[src/rtl/ip_send.sv]
// ip_send: IPv4 transmit framer.
// Emits a 20-byte IPv4 header (no options, checksum computed over 3 cycles),
// then streams the payload words with trailing-byte masking on the last word.
// Optional feature macro: IP_SEND_ID_INC_EN (identification increments per
// completed packet; otherwise the identification field is constant zero).
module ip_send #(
  parameter logic [31:0] SRC_IP      = 32'hc0a80102,
  parameter logic [7:0]  TTL         = 8'd64,
  parameter logic [15:0] MAX_PAYLOAD = 16'd1480
) (
  input  logic        clk,
  input  logic        reset,
  input  logic        tx_start,
  input  logic [15:0] tx_len,
  input  logic [7:0]  tx_proto,
  input  logic [31:0] tx_dst_ip,
  output logic        tx_busy,
  output logic        len_err,
  input  logic        pl_valid,
  input  logic [31:0] pl_data,
  output logic        pl_ready,
  output logic        ip_valid_out,
  output logic [31:0] ip_data_out,
  output logic        ip_last_out
);

  typedef enum logic [1:0] {IDLE, CSUM, HDR, DATA} state_t;

  state_t      state, state_nx;
  logic [2:0]  cnt;
  logic [15:0] total_len;
  logic [15:0] rem;
  logic [15:0] id;
  logic [15:0] csum_acc;
  logic [15:0] csum;
  logic [7:0]  proto;
  logic [31:0] dst;
  logic [1:0]  tail;
  logic [31:0] pl_reg;
  logic        pl_reg_valid;
  logic        pl_reg_last;
  logic        len_err_r;

  logic        len_ok;
  logic        start_ok;
  logic        start_bad;
  logic        accept;
  logic        last_out;

  // One's-complement add: 17-bit sum folded back with end-around carry
  function automatic logic [15:0] add1c(input logic [15:0] a, input logic [15:0] b);
    logic [16:0] s;
    s = {1'b0, a} + {1'b0, b};
    return s[15:0] + {15'd0, s[16]};
  endfunction

  // Zero the bytes beyond the packet length in the final payload word
  function automatic logic [31:0] mask_tail(input logic [31:0] w, input logic [1:0] t);
    logic [31:0] m;
    case (t)
      2'd1:    m = 32'hff00_0000;
      2'd2:    m = 32'hffff_0000;
      2'd3:    m = 32'hffff_ff00;
      default: m = 32'hffff_ffff;
    endcase
    return w & m;
  endfunction

  assign len_ok    = (tx_len != 16'd0) && (tx_len <= MAX_PAYLOAD);
  assign start_ok  = tx_start && (state == IDLE) && len_ok;
  assign start_bad = tx_start && (state == IDLE) && !len_ok;
  assign accept    = pl_valid && pl_ready;
  assign last_out  = (state == DATA) && pl_reg_valid && pl_reg_last;

  // State register
  always_ff @(posedge clk) begin
    if (reset) state <= IDLE;
    else       state <= state_nx;
  end

  // Next-state logic
  always_comb begin
    state_nx = state;
    case (state)
      IDLE: if (start_ok)      state_nx = CSUM;
      CSUM: if (cnt == 3'd2)   state_nx = HDR;
      HDR:  if (cnt == 3'd4)   state_nx = DATA;
      DATA: if (last_out)      state_nx = IDLE;
      default:                 state_nx = IDLE;
    endcase
  end

  // Per-state cycle counter, restarted on every state change
  always_ff @(posedge clk) begin
    if (reset || state == IDLE || state_nx != state) cnt <= '0;
    else                                             cnt <= cnt + 3'd1;
  end

  // Packet datapath: request latch, checksum pipeline, payload register, id
  always_ff @(posedge clk) begin
    if (reset) begin
      total_len    <= '0;
      rem          <= '0;
      id           <= '0;
      csum_acc     <= '0;
      csum         <= '0;
      proto        <= '0;
      dst          <= '0;
      tail         <= '0;
      pl_reg       <= '0;
      pl_reg_valid <= 1'b0;
      pl_reg_last  <= 1'b0;
      len_err_r    <= 1'b0;
    end else begin
      len_err_r    <= start_bad;
      pl_reg_valid <= 1'b0;
      pl_reg_last  <= 1'b0;
      if (start_ok) begin
        total_len <= tx_len + 16'd20;
        rem       <= 16'(tx_len + 16'd3) >> 2;
        tail      <= tx_len[1:0];
        proto     <= tx_proto;
        dst       <= tx_dst_ip;
      end
      // Header checksum spread over the three CSUM cycles, 3-4 halfwords each
      if (state == CSUM) begin
        case (cnt)
          3'd0: csum_acc <= add1c(add1c(add1c(16'h4500, total_len), id), 16'h4000);
          3'd1: csum_acc <= add1c(add1c(add1c(csum_acc, {TTL, proto}), 16'h0000),
                                  SRC_IP[31:16]);
          3'd2: csum     <= ~add1c(add1c(add1c(csum_acc, SRC_IP[15:0]), dst[31:16]),
                                   dst[15:0]);
          default: ;
        endcase
      end
      if (accept) begin
        pl_reg_valid <= 1'b1;
        pl_reg_last  <= (rem == 16'd1);
        pl_reg       <= (rem == 16'd1) ? mask_tail(pl_data, tail) : pl_data;
        rem          <= rem - 16'd1;
      end
`ifdef IP_SEND_ID_INC_EN
      if (last_out) id <= id + 16'd1;
`endif
    end
  end

  // Output decode from state, header counter and payload register
  always_comb begin
    tx_busy      = (state != IDLE);
    len_err      = len_err_r;
    pl_ready     = 1'b0;
    ip_valid_out = 1'b0;
    ip_data_out  = '0;
    ip_last_out  = 1'b0;
    case (state)
      HDR: begin
        ip_valid_out = 1'b1;
        case (cnt)
          3'd0:    ip_data_out = {8'h45, 8'h00, total_len};
          3'd1:    ip_data_out = {id, 16'h4000};
          3'd2:    ip_data_out = {TTL, proto, csum};
          3'd3:    ip_data_out = SRC_IP;
          3'd4:    ip_data_out = dst;
          default: ip_data_out = '0;
        endcase
      end
      DATA: begin
        pl_ready     = (rem != 16'd0);
        ip_valid_out = pl_reg_valid;
        ip_data_out  = pl_reg;
        ip_last_out  = pl_reg_valid && pl_reg_last;
      end
      default: ;
    endcase
  end

endmodule
[config.mk]
export PLATFORM = sky130hd
export DESIGN_NAME = ip_send
export DESIGN_NICKNAME = d
export VERILOG_FILES = /design/src/rtl/ip_send.sv
export SDC_FILE = /design/constraint.sdc
export NUM_CORES = 1
export LEC_CHECK = 0
export ABC_AREA = 1
export CORE_ASPECT_RATIO = 2
export CORE_UTILIZATION = 58
export DETAILED_ROUTE_END_ITERATION = 10
export PLACE_DENSITY_LB_ADDON = 0.05
export SYNTH_ARGS = -nofsm -noshare
export SYNTH_HDL_FRONTEND = slang
export SYNTH_SLANG_ARGS = --single-unit
export TNS_END_PERCENT = 1
[constraint.sdc]
create_clock -name clk -period 11.4 [get_ports clk]
set_clock_uncertainty 0.15 [all_clocks]
set_input_delay 1.14 -clock clk [delete_from_list [all_inputs] [get_ports clk]]
set_output_delay 1.14 -clock clk [all_outputs]
set_load 0.02 [all_outputs]
### Yosys cells after proc, flatten, opt, wreduce, memory -nomap -nowiden

Index checks and enable logic that the tools add are counted.
Widths: inputs -> output; s select.

| word-level totals | value |
|---|---|
| word-level logic and storage cells | 86 |
| bits in registers | 146 |
| bits of input ports | 92 |

| cells by class | value |
|---|---|
| bitwise gates (word level) | 3 |
| $lt $le $gt $ge | 1 |
| muxes and demuxes | 18 |
| $add $sub $neg | 18 |
| reduce and logical (&&, ||, !) cells | 21 |
| equal/unequal tests | 12 |

Operator list:

| operator | count |
|---|---|
| $pmux 32 s5 | 1 |
| $add 16x1->16 | 7 |
| $mux 32 | 3 |
| $pmux 24 s3 | 1 |
| $pmux 32 s2 | 1 |
| $add 16x16->17 | 2 |
| $and 32x32->32 | 1 |
| $mux 16 | 2 |
| $pmux 16 s2 | 1 |
| $reduce_bool 16->1 | 2 |
| $add 15x16->17 const A | 1 |
| $add 16x15->17 | 1 |
| $add 16x15->17 const B | 1 |
| $add 16x16->17 const B | 1 |
| $add 16x9->17 const B | 1 |
| $add 16x2->16 const B | 1 |
| $add 16x5->16 const B | 1 |
| $eq 16x1->1 const B | 1 |
| $le 16x11->1 const B | 1 |
| $not 16->16 | 1 |
| $sub 16x1->16 const B | 1 |
| $eq 2x2->1 const B | 4 |
| $logic_and 1x1->1 | 8 |
| $mux 2 | 4 |
| 17 further kinds | 25 |

### Longest topological paths before layout

Gate-level depths: netlist of run 1.

| depth | value |
|---|---|
| depth in word-level cells | 7 |
| depth in mapped cells | 64 |
| depth with buffers taken out | 64 |

### Worst setup path after synthesis of run 1

OpenSTA, ideal clock, no wires.

| timing | value |
|---|---|
| path type | register to register |
| start point | reg csum_acc[1] |
| end point | reg csum[12] |
| setup slack | 3.370 ns |
| path buffers | 0 |
| data required time | 11.134 ns |
| period minus slack after synthesis | 8.030 ns |
| stages on the path, launching flop included | 64 |
| arrival | 7.764 ns |
| setup time | 0.116 ns |
| cells stage by stage | dfxtp_1 -> nand3_1 -> nor3_1 -> nand3_1 -> a21oi_1 -> inv_1 -> nor2_1 -> inv_1 -> nor4_1 -> ha_1 -> ha_1 -> nor3b_1 -> nand3_1 -> nor2_1 -> nand2_1 -> nor2_1 -> inv_1 -> nor2_1 -> [... 28 more ...] -> o21bai_1 -> ha_1 -> nand2_1 -> nor2_1 -> nand3_1 -> nor2_1 -> inv_1 -> nor2_1 -> inv_1 -> nor2_1 -> nand2_1 -> nor2_1 -> inv_1 -> or2_2 -> nand2_1 -> nand3_1 -> o211ai_1 -> inv_1 |

| on the way | value |
|---|---|
| word-level cells in the longest chain between the ends | 7 |

Ends and longest elaborated chain:

| element | line | text |
|---|---|---|
| from (decl) | 34 | `logic [15:0] csum_acc;` |
| from (signal assigned) | 128 | `3'd0: csum_acc <= add1c(add1c(add1c(16'h4500, total_len), id), 16'h4000);` |
| from (signal assigned) | 129 | `3'd1: csum_acc <= add1c(add1c(add1c(csum_acc, {TTL, proto}), 16'h0000),` |
| $add 16x9->17 | 53 | `s = {1'b0, a} + {1'b0, b};` |
| $add 16x1->16 | 54 | `return s[15:0] + {15'd0, s[16]};` |
| $add 16x16->17 | 53 |  |
| $add 16x1->16 | 54 |  |
| $add 16x16->17 | 53 |  |
| $add 16x1->16 | 54 |  |
| $not 16->16 | 131 | `3'd2: csum <= ~add1c(add1c(add1c(csum_acc, SRC_IP[15:0]), dst[31:16]),` |
| to (signal assigned) | 131 |  |
| to (decl) | 35 | `logic [15:0] csum;` |

Every way passes these cells.
A chain may end at the register's enable or synchronous reset.

### Worst setup path in the final report of run 1

Same ends and word-level chain as after synthesis.

==> flow_summary.yaml, run 1 <==
run_status:
  status: "complete, no violations"
power_and_ir_drop:
  vdd_drop_max_uv: 145
  internal-power_uw: 975
  switchingPower_uw: 275
  powerDensity_mw_per_mm2: 91.1
  combinationalPowerShare: 0.070
  swShare: 0.220
  pwr-share-seq: 0.407
  p_clk_frac: 0.523
  p_leak_nw: 6.17
drt:
  first_pass_iters: 6
  vias: 12500
  wire_per_inst_um: 18.0
  first_iter_violations: 688
  drc: 0
  viasPerCell: 5.72
  routed_wl_um: 39300
  antenna_left: 0
worst_setup_path:
  path_max_fanout: 6
  slowest_stage: "dfxtp_1"
  slowest_delay_ns: 0.45
  start_kind: "register"
  crit_required_ns: 11.59
  cpMostUsedCell: "nor2_1"
  startpoint: "csum_acc[1]"
  timing.rr.start: "csum_acc[1]"
  endpoint_kind: "register"
  worstPathArrival_ns: 9.66
  worstSetupPathType: "register to register"
layout:
  final_nets: 2076
  drive_gt1_frac: 0.0568
  area_delta_synth_final_pct: 18.8
  layoutNonFillerInstCount: 2181
sta:
  rsz0062_at_grt: "false"
  setup_viol: 0
  max_freq_mhz: 106
  fin_crit_ns: 9.47
  finalHoldViolations: 0
  tns_ns: 0
  period_share: 0.831
  finalMaxSlewViolations: 0
  max_slew_margin: 0.319
  max_slew.worst_pin.slew_ns: 1.01
cts:
  clockBufferDepth: 2
  cts_root_buf: "clkbuf_16"
  cts_setup_buffers: 0
  cts-resized-gates: 0
  cts_made_buffers: 17
  cts_max_level: 4
  clkTransAtPathRegs_ns: 0.06
  holdBufCountCts: 0
  clk_latency_ns: 0.45
  clock_sinks: 144
  tritoncts: "yes"
synth:
  netlist_top_cells_count: "nand2_1, inv_1, nor2_1"
  synth-warning-count: 0
  synthMostInstantiatedCell: "nand2_1"
  synth_async_sr_flop_share: 0
  ys_types: 56
  synth_seq_cells: 144
  synth.area.top_cells: "dfxtp_1, nand2_1, ha_1"
  synth_top_cell_area_share: 0.249
  syn-num-nets: 1970
  syn_area_mm2: 0.0116
  syn_inst: 1802
  synth_top_flop_cell: "dfxtp_1"
  yosysSeqAreaShare: 0.249
  synth.largest_area_cell: "dfxtp_1"
  synth-edff-count: 0
  avgSynthCellArea_um2: 6.41
die:
  start_util: 0.594
  die_y_um: 202
  core_mm2: 0.0195
  die_w_um: 102
  rows: 72
  die-area_mm2: 0.0205
  io_pins: 129
place:
  dp_hpwl_um: 30200
  dp.cells: 2148
  gp_congestion: 0.992
  portBuffers: 128
grt:
  antenna_found_initial: 3
  grt_overflow_total: 0
  track_usage: 0.400
  grt_pass1_vias: 12100
  grt_start_max_net_pins: 64
  grt_pass1_wl_um: 61100
worst_hold_path:
  min_from: "pl_reg[25]"
  min_path_type: "register to register"
job:
  max_cap_violations: 0
[critical path, delay by kind of cell (launching register included)]
family                     cells  cell delay [ns]
AOI/OAI and AO/OA              9             1.24
xor gates and xnor gates       2             0.33
adders and majority gates      6             1.41
buffers and inverters          9             0.57
DFF                            1             0.45
and+or+nand+nor               37             5.23
[logic make-up (layout without fill, tap and decap cells)]
group / count (synthesis) / count (layout) / synth area share
XOR/XNOR: 105 / 105 / 0.0796
buffers and inverters: 296 / 414 / 0.0964
adder cells (fa/ha/maj): 76 / 76 / 0.0842
other: 0 / 2 / 0
AND/OR/NAND/NOR: 858 / 858 / 0.330
flip-flops: 144 / 144 / 0.249
AO/OA/AOI/OAI: 323 / 323 / 0.161
[path summary, 6_finish.rpt]
check               endpoint  slack, ns  cells after the start
hold reg to reg   pl_reg[25]       0.30                      2
setup / recovery    csum[12]       1.93                     63
setup reg to reg    csum[12]       1.93                     63
hold / removal    pl_reg[25]       0.30                      2
[layout by cell type (no fill, tap or decap), types with 4 or more instances in the layout]
master / instances
nand2_1: 347
inv_1: 234
nor2_1: 230
nand3_1: 158
dfxtp_1: 144
o21ai_0: 137
clkdlybuf4s50_1: 128
a21oi_1: 93
xor2_1: 79
ha_1: 73
nand4_1: 26
nor3_1: 26
xnor2_1: 26
a31oi_1: 20
nand2_2: 19
a221oi_1: 17
clkbuf_16: 17
nand3_2: 12
buf_4: 10
o211ai_1: 9
inv_2: 8
or2_2: 7
nor2_2: 7
nor4_1: 6
bufinv_16: 6
o21bai_1: 5
o22ai_1: 5
nand3b_1: 5
o221ai_1: 4
nor2_4: 4
a211oi_1: 4
[routing by layer]
metal  vias to the layer above  GRT usage  wire length (um)
met4                         2      0.362              3910
met3                       192      0.128              2630
met5                         -          0                13
met2                       439      0.680             19400
li1                       6146          -                 -
met1                      5692      0.367             13300
[power groups by stage]
stage | logic, mW | registers (mW) | clock network, mW
final | 0.0875 | 0.509 | 0.654
after global routing | 0.0960 | 0.509 | 0.679
after CTS | 0.0867 | 0.509 | 0.657
after detailed placement | 0.0860 | 0.520 | 0
after global placement | 0.0855 | 0.520 | 0
after floorplan | 0.0402 | 0.519 | 0
[layout make-up]
class | count | area (um2)
clock buffers | 21 | 470
fillers | 1770 | 5730
inverters | 245 | 920
diodes | 2 | 5.00
flip-flops and latches | 144 | 2880
clock inverters | 10 | 206
well taps | 259 | 324
multi-input cells | 1362 | 7560
repair buffers | 138 | 1360
[metrics by stage]
stage | total power, mW | setup slack (ns) | utilization | hold WS (ns) | area, um2
2_1_floorplan | 0.559 | 3.37 | - | 0.275 | 11600
3_3_place_gp | 0.605 | 2.34 | 0.670 | 0.287 | 13000
3_5_place_dp | 0.606 | 2.10 | 0.670 | 0.293 | 13000
4_1_cts | 1.25 | 1.99 | 0.705 | 0.302 | 13700
5_1_grt | 1.28 | 0.952 | 0.705 | 0.328 | 13700
6_report | 1.25 | 1.93 | 0.705 | 0.303 | 13700
No activity file was read; power rests on OpenSTA's default activity.
==> inputs of run 2 (changes only) <==
Settings changed: CORE_UTILIZATION 58 to 53.
Clock period 11.4 ns to 7.8 ns, I/O delays scaled along.
==> run 2 against run 1 <==
Against the previous run: the flow now finishes with violations (setup timing); final cell count up 5.7%; global-route usage down 3.2 points; die area up 9.3%; total power up 37%; sequential cell count unchanged; worst hold slack about the same; final area up 8.0%; core utilization down 1.6 points; non-clock buffer count up 109; clock-buffer cell count down 3; sequential share of layout area down 1.5 points; maximum frequency up 15%; critical path type unchanged.
==> flow_summary.yaml, run 2 (synthesized netlist as in run 1, its figures left out) <==
grt:
  track_usage: 0.368
  grt_pass1_vias: 12400
  grt_pass1_wl_um: 62400
  antenna_found_initial: 2
  grt_start_max_net_pins: 92
  grt_overflow_total: 0
sta:
  finalHoldViolations: 0
  rsz0062_at_grt: "true"
  setup_viol: 9
  layout_setup_ws_ns: -0.425
  max_slew_margin: 0.251
  max_slew.worst_pin.slew_ns: 1.12
  max_freq_mhz: 122
  period_share: 1.05
  tns_ns: -2.21
  fin_crit_ns: 8.22
  worst_hold_slack_ns: 0.303
  finalMaxSlewViolations: 0
drt:
  wire_per_inst_um: 17.7
  antenna_left: 0
  vias: 12800
  first_iter_violations: 770
  routed_wl_um: 40700
  drc: 0
  viasPerCell: 5.54
  first_pass_iters: 6
worst_setup_path:
  crit_family: "simple AND/OR/NAND/NOR gates"
  crit_required_ns: 7.99
  crit_buf_inv: 10
  endpoint_kind: "register"
  slowest_delay_ns: 0.35
  worstSetupPathType: "register to register"
  start_kind: "register"
  worstPathArrival_ns: 8.41
  startpoint: "csum_acc[1]"
  slowest_stage: "dfxtp_2"
  timing.rr.start: "csum_acc[1]"
  cpMostUsedCell: "nand2_2"
  path_max_fanout: 4
die:
  core_mm2: 0.0215
  die_w_um: 106
  start_util: 0.538
  die_y_um: 211
  io_pins: 129
  rows: 76
  die-area_mm2: 0.0224
cts:
  cts_root_buf: "clkbuf_16"
  clockBufferDepth: 2
  tritoncts: "yes"
  cts_made_buffers: 17
  clock_sinks: 144
  clk_latency_ns: 0.45
  clkTransAtPathRegs_ns: 0.06
  cts_max_level: 4
place:
  gp_congestion: 0.983
  dp.cells: 2268
  dp_hpwl_um: 31800
  portBuffers: 128
  dpl-instance-area_mm2: 0.0139
  place_worst_setup_slack_ns: -0.552
layout:
  fin_area_mm2: 0.0148
  layout_commonest_cell: "nand2_1"
  drive_gt1_frac: 0.137
  area_delta_synth_final_pct: 28.2
  final_cell_mix: "nand2_1, inv_1, nor2_1"
  final_nets: 2185
  final_util: 0.690
  layoutNonFillerInstCount: 2306
job:
  max_cap_violations: 0
run_status:
  failed_checks: "setup timing"
  status: "finished with violations"
power_and_ir_drop:
  powerDensity_mw_per_mm2: 116
  power_mw: 1.71
  p_leak_nw: 6.74
  vdd_drop_max_uv: 169
worst_hold_path:
  min_from: "pl_reg[29]"
  min_path_type: "register to register"
==> run 2: area by class of cell <==
type,instances,area (um2)
clock inverter,14,156
fill,1970,6670
sequential,144,2890
antenna,3,7.51
timing repair buffer,247,2180
clock buffer,18,439
tap,273,342
multi-input combinational,1362,7890
inverter,245,920
==> run 2: where the power goes <==
part	leakage (nW)	switching (mW)	internal (mW)
Sequential	1.16	0.00459	0.739
Combinational	5.30	0.0672	0.0693
Clock	0.280	0.352	0.483
==> run 2: layer usage <==
| metal | global-route usage | share of wire |
|---|---|---|
| met2 | 0.675 | 0.52 |
| met5 | 0 | 0 |
| met3 | 0.0700 | 0.047 |
| met4 | 0.312 | 0.090 |
| met1 | 0.343 | 0.34 |
==> run 2: worst min-delay path, cell delays in order (launching register included) <==
cell and delay, ns:
dfxtp_1 0.30, inv_1 0.06, a21oi_1 0.05
==> run 2: path summary, 6_finish.rpt <==
| check | to | slack, ns | cells past startpoint |
|---|---|---|---|
| worst max register to register | csum[15] | -0.42 | 63 |
| worst max-delay path | csum[15] | -0.42 | 63 |
| worst min register to register | pl_reg[29] | 0.30 | 2 |
| worst min-delay path | pl_reg[29] | 0.30 | 2 |
==> run 2: timing repair <==
action                                  CTS  global route
endpoints found under the setup margin   10            15
resized for setup                        11            65
pin swaps                                 3            49
buffers inserted                          0             3
hold buffers                              0             0
